File: src/rtl/ros2_eth_pkg.sv
// ros2_eth_pkg: shared state encoding, IP header size and header field widths
// for the ROS2 Ethernet TX path.
package ros2_eth_pkg;

    localparam logic [1:0] ST_IDLE    = 2'd0;
    localparam logic [1:0] ST_HDR     = 2'd1;
    localparam logic [1:0] ST_PAYLOAD = 2'd2;
    localparam logic [1:0] ST_GAP     = 2'd3;

    localparam int IP_HDR_SIZE = 20;

    localparam int DSCP_W  = 6;
    localparam int ECN_W   = 2;
    localparam int LEN_W   = 16;
    localparam int TTL_W   = 8;
    localparam int PROTO_W = 8;
    localparam int ADDR_W  = 32;

    typedef struct packed {
        logic [DSCP_W-1:0]  dscp;
        logic [ECN_W-1:0]   ecn;
        logic [LEN_W-1:0]   length;
        logic [TTL_W-1:0]   ttl;
        logic [PROTO_W-1:0] protocol;
        logic [ADDR_W-1:0]  source_ip;
        logic [ADDR_W-1:0]  dest_ip;
    } ip_hdr_t;

endpackage

File: src/rtl/ros2_rr_arb2.sv
// ros2_rr_arb2: two-way arbiter; on a tie the requester that is not the last
// owner (pointer = index of last owner) wins, a lone requester always wins.
module ros2_rr_arb2
    import ros2_eth_pkg::*;
(
    input  logic [1:0] req,
    input  logic       pointer,
    output logic [1:0] grant
);

    assign grant[0] = req[0] & (~req[1] | pointer);
    assign grant[1] = req[1] & (~req[0] | ~pointer);

endmodule

File: src/rtl/ros2_eth_tx_arbiter.sv
// ros2_eth_tx_arbiter: shares one IP TX header/payload port between two sources.
// Define ROS2_TX_ARB_FIXED_PRIO_EN to make source 0 always win ties (no pointer).
module ros2_eth_tx_arbiter
    import ros2_eth_pkg::*;
#(
    parameter int GAP_CYCLES = 0
) (
    input  logic               i_clk,
    input  logic               i_rst,
    input  logic               i_enable,
    input  logic               i_s0_tx_hdr_valid,
    output logic               o_s0_tx_hdr_ready,
    input  logic [DSCP_W-1:0]  i_s0_tx_ip_dscp,
    input  logic [ECN_W-1:0]   i_s0_tx_ip_ecn,
    input  logic [LEN_W-1:0]   i_s0_tx_ip_length,
    input  logic [TTL_W-1:0]   i_s0_tx_ip_ttl,
    input  logic [PROTO_W-1:0] i_s0_tx_ip_protocol,
    input  logic [ADDR_W-1:0]  i_s0_tx_ip_source_ip,
    input  logic [ADDR_W-1:0]  i_s0_tx_ip_dest_ip,
    input  logic               i_s0_tx_payload_tvalid,
    input  logic [7:0]         i_s0_tx_payload_tdata,
    input  logic               i_s0_tx_payload_tlast,
    output logic               o_s0_tx_payload_tready,
    input  logic               i_s1_tx_hdr_valid,
    output logic               o_s1_tx_hdr_ready,
    input  logic [DSCP_W-1:0]  i_s1_tx_ip_dscp,
    input  logic [ECN_W-1:0]   i_s1_tx_ip_ecn,
    input  logic [LEN_W-1:0]   i_s1_tx_ip_length,
    input  logic [TTL_W-1:0]   i_s1_tx_ip_ttl,
    input  logic [PROTO_W-1:0] i_s1_tx_ip_protocol,
    input  logic [ADDR_W-1:0]  i_s1_tx_ip_source_ip,
    input  logic [ADDR_W-1:0]  i_s1_tx_ip_dest_ip,
    input  logic               i_s1_tx_payload_tvalid,
    input  logic [7:0]         i_s1_tx_payload_tdata,
    input  logic               i_s1_tx_payload_tlast,
    output logic               o_s1_tx_payload_tready,
    output logic               o_tx_hdr_valid,
    input  logic               i_tx_hdr_ready,
    output logic [DSCP_W-1:0]  o_tx_ip_dscp,
    output logic [ECN_W-1:0]   o_tx_ip_ecn,
    output logic [LEN_W-1:0]   o_tx_ip_length,
    output logic [TTL_W-1:0]   o_tx_ip_ttl,
    output logic [PROTO_W-1:0] o_tx_ip_protocol,
    output logic [ADDR_W-1:0]  o_tx_ip_source_ip,
    output logic [ADDR_W-1:0]  o_tx_ip_dest_ip,
    output logic               o_tx_payload_tvalid,
    output logic [7:0]         o_tx_payload_tdata,
    output logic               o_tx_payload_tlast,
    output logic               o_tx_payload_tkeep,
    output logic               o_tx_payload_tstrb,
    input  logic               i_tx_payload_tready,
    output logic [1:0]         o_grant
);

    logic [1:0] state;
    logic [1:0] grant;
    logic [1:0] arb_grant;
    logic [7:0] gap_cnt;
    logic       ptr;
    logic       sel;
    logic       idle_st;
    logic       hdr_st;
    logic       pay_st;
    logic       gap_st;
    logic       short_pkt;
    logic       pkt_end;
    ip_hdr_t    h0;
    ip_hdr_t    h1;
    ip_hdr_t    hs;

    assign idle_st = state == ST_IDLE;
    assign hdr_st  = state == ST_HDR;
    assign pay_st  = state == ST_PAYLOAD;
    assign gap_st  = state == ST_GAP;
    assign sel     = grant[1];

    ros2_rr_arb2 u_arb (
        .req     ({i_s1_tx_hdr_valid, i_s0_tx_hdr_valid} & {2{i_enable}}),
        .pointer (ptr),
        .grant   (arb_grant)
    );

`ifdef ROS2_TX_ARB_FIXED_PRIO_EN
    assign ptr = 1'b1;
`else
    always_ff @(posedge i_clk or posedge i_rst) begin
        if (i_rst) ptr <= 1'b1;
        else if (idle_st && |arb_grant) ptr <= arb_grant[1];
    end
`endif

    assign h0 = {i_s0_tx_ip_dscp, i_s0_tx_ip_ecn, i_s0_tx_ip_length, i_s0_tx_ip_ttl,
                 i_s0_tx_ip_protocol, i_s0_tx_ip_source_ip, i_s0_tx_ip_dest_ip};
    assign h1 = {i_s1_tx_ip_dscp, i_s1_tx_ip_ecn, i_s1_tx_ip_length, i_s1_tx_ip_ttl,
                 i_s1_tx_ip_protocol, i_s1_tx_ip_source_ip, i_s1_tx_ip_dest_ip};
    assign hs = sel ? h1 : h0;

    assign o_grant        = grant;
    assign o_tx_hdr_valid = hdr_st;
    assign {o_tx_ip_dscp, o_tx_ip_ecn, o_tx_ip_length, o_tx_ip_ttl,
            o_tx_ip_protocol, o_tx_ip_source_ip, o_tx_ip_dest_ip} = hdr_st ? hs : '0;
    assign o_s0_tx_hdr_ready = hdr_st & grant[0] & i_tx_hdr_ready;
    assign o_s1_tx_hdr_ready = hdr_st & grant[1] & i_tx_hdr_ready;

    assign o_tx_payload_tvalid = pay_st & (sel ? i_s1_tx_payload_tvalid : i_s0_tx_payload_tvalid);
    assign o_tx_payload_tdata  = pay_st ? (sel ? i_s1_tx_payload_tdata : i_s0_tx_payload_tdata) : '0;
    assign o_tx_payload_tlast  = pay_st & (sel ? i_s1_tx_payload_tlast : i_s0_tx_payload_tlast);
    assign o_tx_payload_tkeep  = 1'b0;
    assign o_tx_payload_tstrb  = 1'b0;
    assign o_s0_tx_payload_tready = pay_st & grant[0] & i_tx_payload_tready;
    assign o_s1_tx_payload_tready = pay_st & grant[1] & i_tx_payload_tready;

    // A header-only packet ends on its header handshake; otherwise on the tlast beat.
    assign short_pkt = hs.length <= LEN_W'(IP_HDR_SIZE);
    assign pkt_end   = (hdr_st & i_tx_hdr_ready & short_pkt) |
                       (o_tx_payload_tvalid & i_tx_payload_tready & o_tx_payload_tlast);

    always_ff @(posedge i_clk or posedge i_rst) begin
        if (i_rst) begin
            state   <= ST_IDLE;
            grant   <= '0;
            gap_cnt <= '0;
        end else if (idle_st && |arb_grant) begin
            state <= ST_HDR;
            grant <= arb_grant;
        end else if (hdr_st && i_tx_hdr_ready && !short_pkt) begin
            state <= ST_PAYLOAD;
        end else if (pkt_end) begin
            state   <= (GAP_CYCLES > 0) ? ST_GAP : ST_IDLE;
            grant   <= '0;
            gap_cnt <= '0;
        end else if (gap_st) begin
            gap_cnt <= gap_cnt + 8'd1;
            if (gap_cnt == 8'(GAP_CYCLES - 1)) state <= ST_IDLE;
        end
    end

endmodule

File: config.mk
export PLATFORM = sky130hd
export DESIGN_NAME = ros2_eth_tx_arbiter
export DESIGN_NICKNAME = d
export VERILOG_FILES = /design/src/rtl/ros2_eth_pkg.sv /design/src/rtl/ros2_rr_arb2.sv /design/src/rtl/ros2_eth_tx_arbiter.sv
export SDC_FILE = /design/constraint.sdc
export NUM_CORES = 1
export LEC_CHECK = 0
export ABC_AREA = 1
export CAP_MARGIN = 20
export CORE_AREA = 2 2 138 140
export DETAILED_ROUTE_END_ITERATION = 6
export DIE_AREA = 0 0 140 142
export GPL_TIMING_DRIVEN = 0
export PLACE_DENSITY = 0.57
export SLEW_MARGIN = 20
export SYNTH_ARGS = -nofsm -noshare
export SYNTH_HDL_FRONTEND = slang
export SYNTH_SLANG_ARGS = --single-unit
File: constraint.sdc
create_clock -name i_clk -period 4 [get_ports i_clk]
set_clock_uncertainty 0.2 [all_clocks]
set_input_delay 0.4 -clock i_clk [delete_from_list [all_inputs] [get_ports i_clk]]
set_output_delay 0.4 -clock i_clk [all_outputs]
set_load 0.005 [all_outputs]
After elaboration in Yosys (flattened, before gate mapping) --
Cells that the tools add are included.
Storage, ports and cells: flip-flop bits (word level) 13, bits in latches 0, memory bits (writable) 0, memory bits (read-only) 0, output and inout bits 123, word-level logic and storage cells 65, memories kept 0
Operators by class: add/sub/neg operators 1, $mul 0, divide/modulo/power cells 0, $lt $le $gt $ge 1, equal/unequal tests 5, shift operators 0, mux-type cells 16, bitwise gates (word level) 25, reduce and logical (&&, ||, !) cells 13
Operators by type and width (number):
- $mux W104 | 2
- $mux W8 | 4
- $and A1 B1 Y1 | 16
- $le A16 B5 Y1 const B | 1
- $mux W2 | 8
- $add A8 B1 Y8 const B | 1
- $eq A8 B8 Y1 const B | 1
- $reduce_bool A4 Y1 | 2
- $not A1 Y1 | 5
- $eq A2 B2 Y1 const B | 2
- $reduce_and A2 Y1 | 2
- $reduce_bool A2 Y1 | 2
- $logic_and A1 B1 Y1 | 3
- $or A1 B1 Y1 | 3
- $reduce_and A3 Y1 | 1
- $and A2 B2 Y2 | 1
- $eq A2 B1 Y1 const B | 1
- $logic_not A2 Y1 | 1
- $mux W1 | 2
- $ne A2 B2 Y1 const B | 1
- $reduce_or A2 Y1 | 1
- $logic_not A1 Y1 | 1

Longest topological paths before layout --
depth after elaboration 8, depth in mapped cells 12, depth with buffers taken out 10

Modules after synthesis --
A second synthesis with hierarchy kept.
Unflattened totals: cells, all modules 513, area total of the unflattened synthesis 2496.1 um2
By module, submodules not included:
- ros2_eth_tx_arbiter | times used 1, cells an instance 509, area an instance 2468.6 um2, sequential area each 326.6 um2
- ros2_rr_arb2 | times used 1, cells an instance 4, area an instance 27.5 um2, sequential area each 0.0 um2

Worst setup path before layout --
OpenSTA, ideal clock, no wires.
path type register to output, from register grant[1], in the netlist o_grant[1], to output o_tx_ip_dscp[0], arrival time 1.274 ns, setup slack 2.126 ns, stages on the path, launching flop included 7, cell sequence dfrtp_1 buf_6 buf_2 buf_2 buf_2 nand2_1 a21oi_1
On the way: word-level cells in the longest chain between the ends 2
Ends and longest elaborated chain:
- start: declaration | RTL line ros2_eth_tx_arbiter.sv:56 | logic [1:0] grant;
- start signal: assignment | RTL line ros2_eth_tx_arbiter.sv:125 | grant <= arb_grant;
- $mux W104 | RTL line ros2_eth_tx_arbiter.sv:96 | assign hs = sel ? h1 : h0;
- $mux W104 | RTL line ros2_eth_tx_arbiter.sv:101 | o_tx_ip_protocol, o_tx_ip_source_ip, o_tx_ip_dest_ip} = hdr_st ? hs : '0;
- end: declaration | RTL line ros2_eth_tx_arbiter.sv:39 | output logic [DSCP_W-1:0] o_tx_ip_dscp,
Every way passes these cells.

Worst setup path in the final report --
from register grant[1], in the netlist o_grant[1], to output o_tx_ip_source_ip[28]
On the way: word-level cells in the longest chain between the ends 2
Ends and longest elaborated chain:
- $mux W104 | RTL line ros2_eth_tx_arbiter.sv:96
- $mux W104 | RTL line ros2_eth_tx_arbiter.sv:101
- end: declaration | RTL line ros2_eth_tx_arbiter.sv:44 | output logic [ADDR_W-1:0] o_tx_ip_source_ip,
Every way passes these cells.

==> results.md <==
* Post-CTS Setup Inserts at 0
* Post-detail-place hpwl at 14,400 um
* Final setup viols at 0
* WL/cell at 15.8 um
* Worst Tran Pin Value at 0.792 ns
* Drt drc at 25
* Layout Area Growth over Synthesis at 155%
* Total congestion overflow at 0
* Initial antenna violation count at 0
* Share of cells above drive strength 1 at 0.0425
* Antenna Cells at 0
* Max FO, Critical Path at 10
* Clock Sinks at 13
* Post-synth EDFFs at 0
* Final Slew Violations at 0
* Failing checks: DRC
* Row count at 50
* Status: finished, violations left
* Max clock buf depth at 2
* Placed Instances at 1,100
* Syn Std Cell Area at 0.00254 sq mm
* Core area at 0.0185 sq mm
* Mapped Cells at 510
* Max Freq at 319 MHz
* Crit path DAT at 2.54 ns
* Post-route ant nets at 0
* Root Buffer: clkbuf_16
* CP Cell Sequence: buf_6 > buf_2 > buf_2 > buf_2 > nand2_1 > a21oi_1 > clkdlybuf4s50_1
* H-Tree Depth at 1
* Slew margin rel. at 0.472
* Critical Path RT at 3.40 ns
* Setup crit end kind: output port
* Worst path slowest cell: clkdlybuf4s50_1
* Drt pass-1 iters at 7
* Post-synth top area cell: nand2_1
* Footprint of the multi-input gates at 0.00190 sq mm
* Synth top area share at 0.388
* Global-route wire length before repair at 25,200 um
* Die Span X at 140 um
* CTS tree: done
* Reg area at 327 sq um
* Initial core utilization at 0.137
* Fill count at 2,013
* Reg2reg setup slack at 2.10 ns
* TritonCTS Buffers at 3
* DR iter-0 viols at 239
* Final Critical Period at 3.14 ns
* Final Routed Wirelength at 17,500 um
* Final period util at 0.784
* Pwr/cell area at 479 mW/mm^2
* Vias in the first global route at 4,317
* Kind of critical path: reg2out
* Ranking of synthesized cells by area: nand2_1 (39%), a21oi_1 (20%), dfrtp_1 (12%)
* Unrepaired setup endpoints after global routing: no
* Num ports at 358
* GRT Overall Usage at 0.164
* Post-synth top flop: dfrtp_1
* CTS resizes at 0
* Via count at 4,530
* Startpoint types: register
* Max cap viols at 0
* CTS Hold Bufs at 0
* Largest stage delay, worst path at 0.66 ns
* Largest net degree at the start of global routing at 14
* Count of different cell masters after synthesis at 32
* Hold Path Class: reg2reg
* Finished Layout Cells at 1,104
* Syn_area_per_cell at 4.98 sq um
* Seq/Total Area, Yosys at 0.129
* Port bufs at 355
* Setup tns final at 0 ns
* # nets final at 1,107
* Cell leakage power at 2.69 nW
* CTS clk-pin slew, worst paths at 0.04 ns
* Die Y at 142 um
* Critical path buffers and inverters at 5
* Synth warnings at 0
* Synth Register Bits at 13
* Full die area at 0.0199 sq mm
* Most frequent cell after synthesis: nand2_1
* GPL Wtd Cong at 0.874
* Post-DR vias/cell at 4.10
* Tot Pwr at 3.10 mW
* Max IR drop VDD at 247 uV
* Skew-Pair Late Insertion Delay at 0.24 ns
* Async S/R FF share, synth at 1.00
* CP top delay family: buffers and inverters
* Crit path top cell by count: buf_2
* Fin. Hold Viols at 0
* Synth cell count leaders: nand2_1 (262), a21oi_1 (102), inv_1 (29), nor2_1 (21), clkbuf_1 (15)
-- per-layer routing --
layer	global-route usage	up-vias	part of all wire
li1	-	2320	-
met5	0	-	0
met2	0.291	196	0.49
met3	0.0410	14	0.086
met1	0.203	2000	0.41
met4	0.0292	0	0.012
-- per-stage QoR --
stage          area (sq um)  setup slack, ns   util  hold WS (ns)
4_1_cts                6470            0.806  0.350         0.275
6_report               6470            0.865  0.350         0.274
5_1_grt                6470            0.669  0.350         0.291
3_5_place_dp           6390             1.09  0.346         0.271
3_3_place_gp           6390             1.06  0.346         0.259
2_1_floorplan          2540             2.13      -        0.0762
-- worst register-to-register path, delay by kind of cell (launching register included) --
| family | cells | cell delay (ns) |
|---|---|---|
| AND/OR/NAND/NOR | 9 | 0.83 |
| flip-flops | 1 | 0.38 |
| buffers and inverters | 3 | 0.36 |
-- layout make-up --
class                   instances  area share
multi-input cells             429       0.294
repair buffers                355       0.550
clock buffers                   4      0.0122
flip-flops and latches         13      0.0505
well taps                     234      0.0453
inverters                      30      0.0182
plain buffers                  39      0.0302
-- power breakdown --
| part | switching [mW] | internal [mW] | leakage, nW |
|---|---|---|---|
| registers | 0.0552 | 0.199 | 0.150 |
| clock network | 0.0566 | 0.135 | 0.0382 |
| logic | 1.38 | 1.28 | 2.50 |
| total | 1.49 | 1.61 | 2.69 |
-- cell families (layout without fill, tap and decap cells) --
logic type                 after synthesis  in the layout  synth area share
DFF                                     13             13             0.129
xor gates and xnor gates                 6              6            0.0207
muxes                                    1              1           0.00394
adders and majority gates                1              1           0.00493
and+or+nand+nor                        310            310             0.496
buffers and inverters                   69            428             0.123
other                                    1              2           0.00148
AOI/OAI and AO/OA                      109            109             0.221
-- registers in the layout (all words and copies together) (netlist names) --
signal and count:
gap_cnt 8, o_grant 2, ptr 1, state 2
-- placed cells by master (no fill, tap or decap), types with 2 or more instances in the layout --
cell type / count
nand2_1: 262
nand4_1: 5
o21ai_0: 2
nand3_4: 2
xor2_1: 5
buf_1: 9
nor2_1: 21
nand3_1: 4
clkbuf_16: 3
or2_2: 2
inv_1: 29
a21oi_1: 102
conb_1: 2
buf_6: 4
buf_4: 2
nor3_1: 3
buf_2: 9
a21oi_2: 2
clkbuf_1: 16
dfrtp_1: 12
clkdlybuf4s50_1: 355
nor2_2: 7
-- worst paths after layout --
| path | startpoint | endpoint | depth (start not counted) |
|---|---|---|---|
| min | ptr$_DFFE_PP1P_ | ptr$_DFFE_PP1P_ | 2 |
| max in group asynchronous | i_rst | ptr$_DFFE_PP1P_ | 2 |
| min reg2reg | ptr$_DFFE_PP1P_ | ptr$_DFFE_PP1P_ | 2 |
| max reg2reg | o_grant[1]$_DFFE_PP0P_ | gap_cnt[2]$_DFFE_PP0P_ | 12 |
| min in group asynchronous | i_rst | gap_cnt[6]$_DFFE_PP0P_ | 2 |
| max | o_grant[1]$_DFFE_PP0P_ | o_tx_ip_source_ip[28] | 7 |
Note: power is estimated with default switching activity, not from simulation.
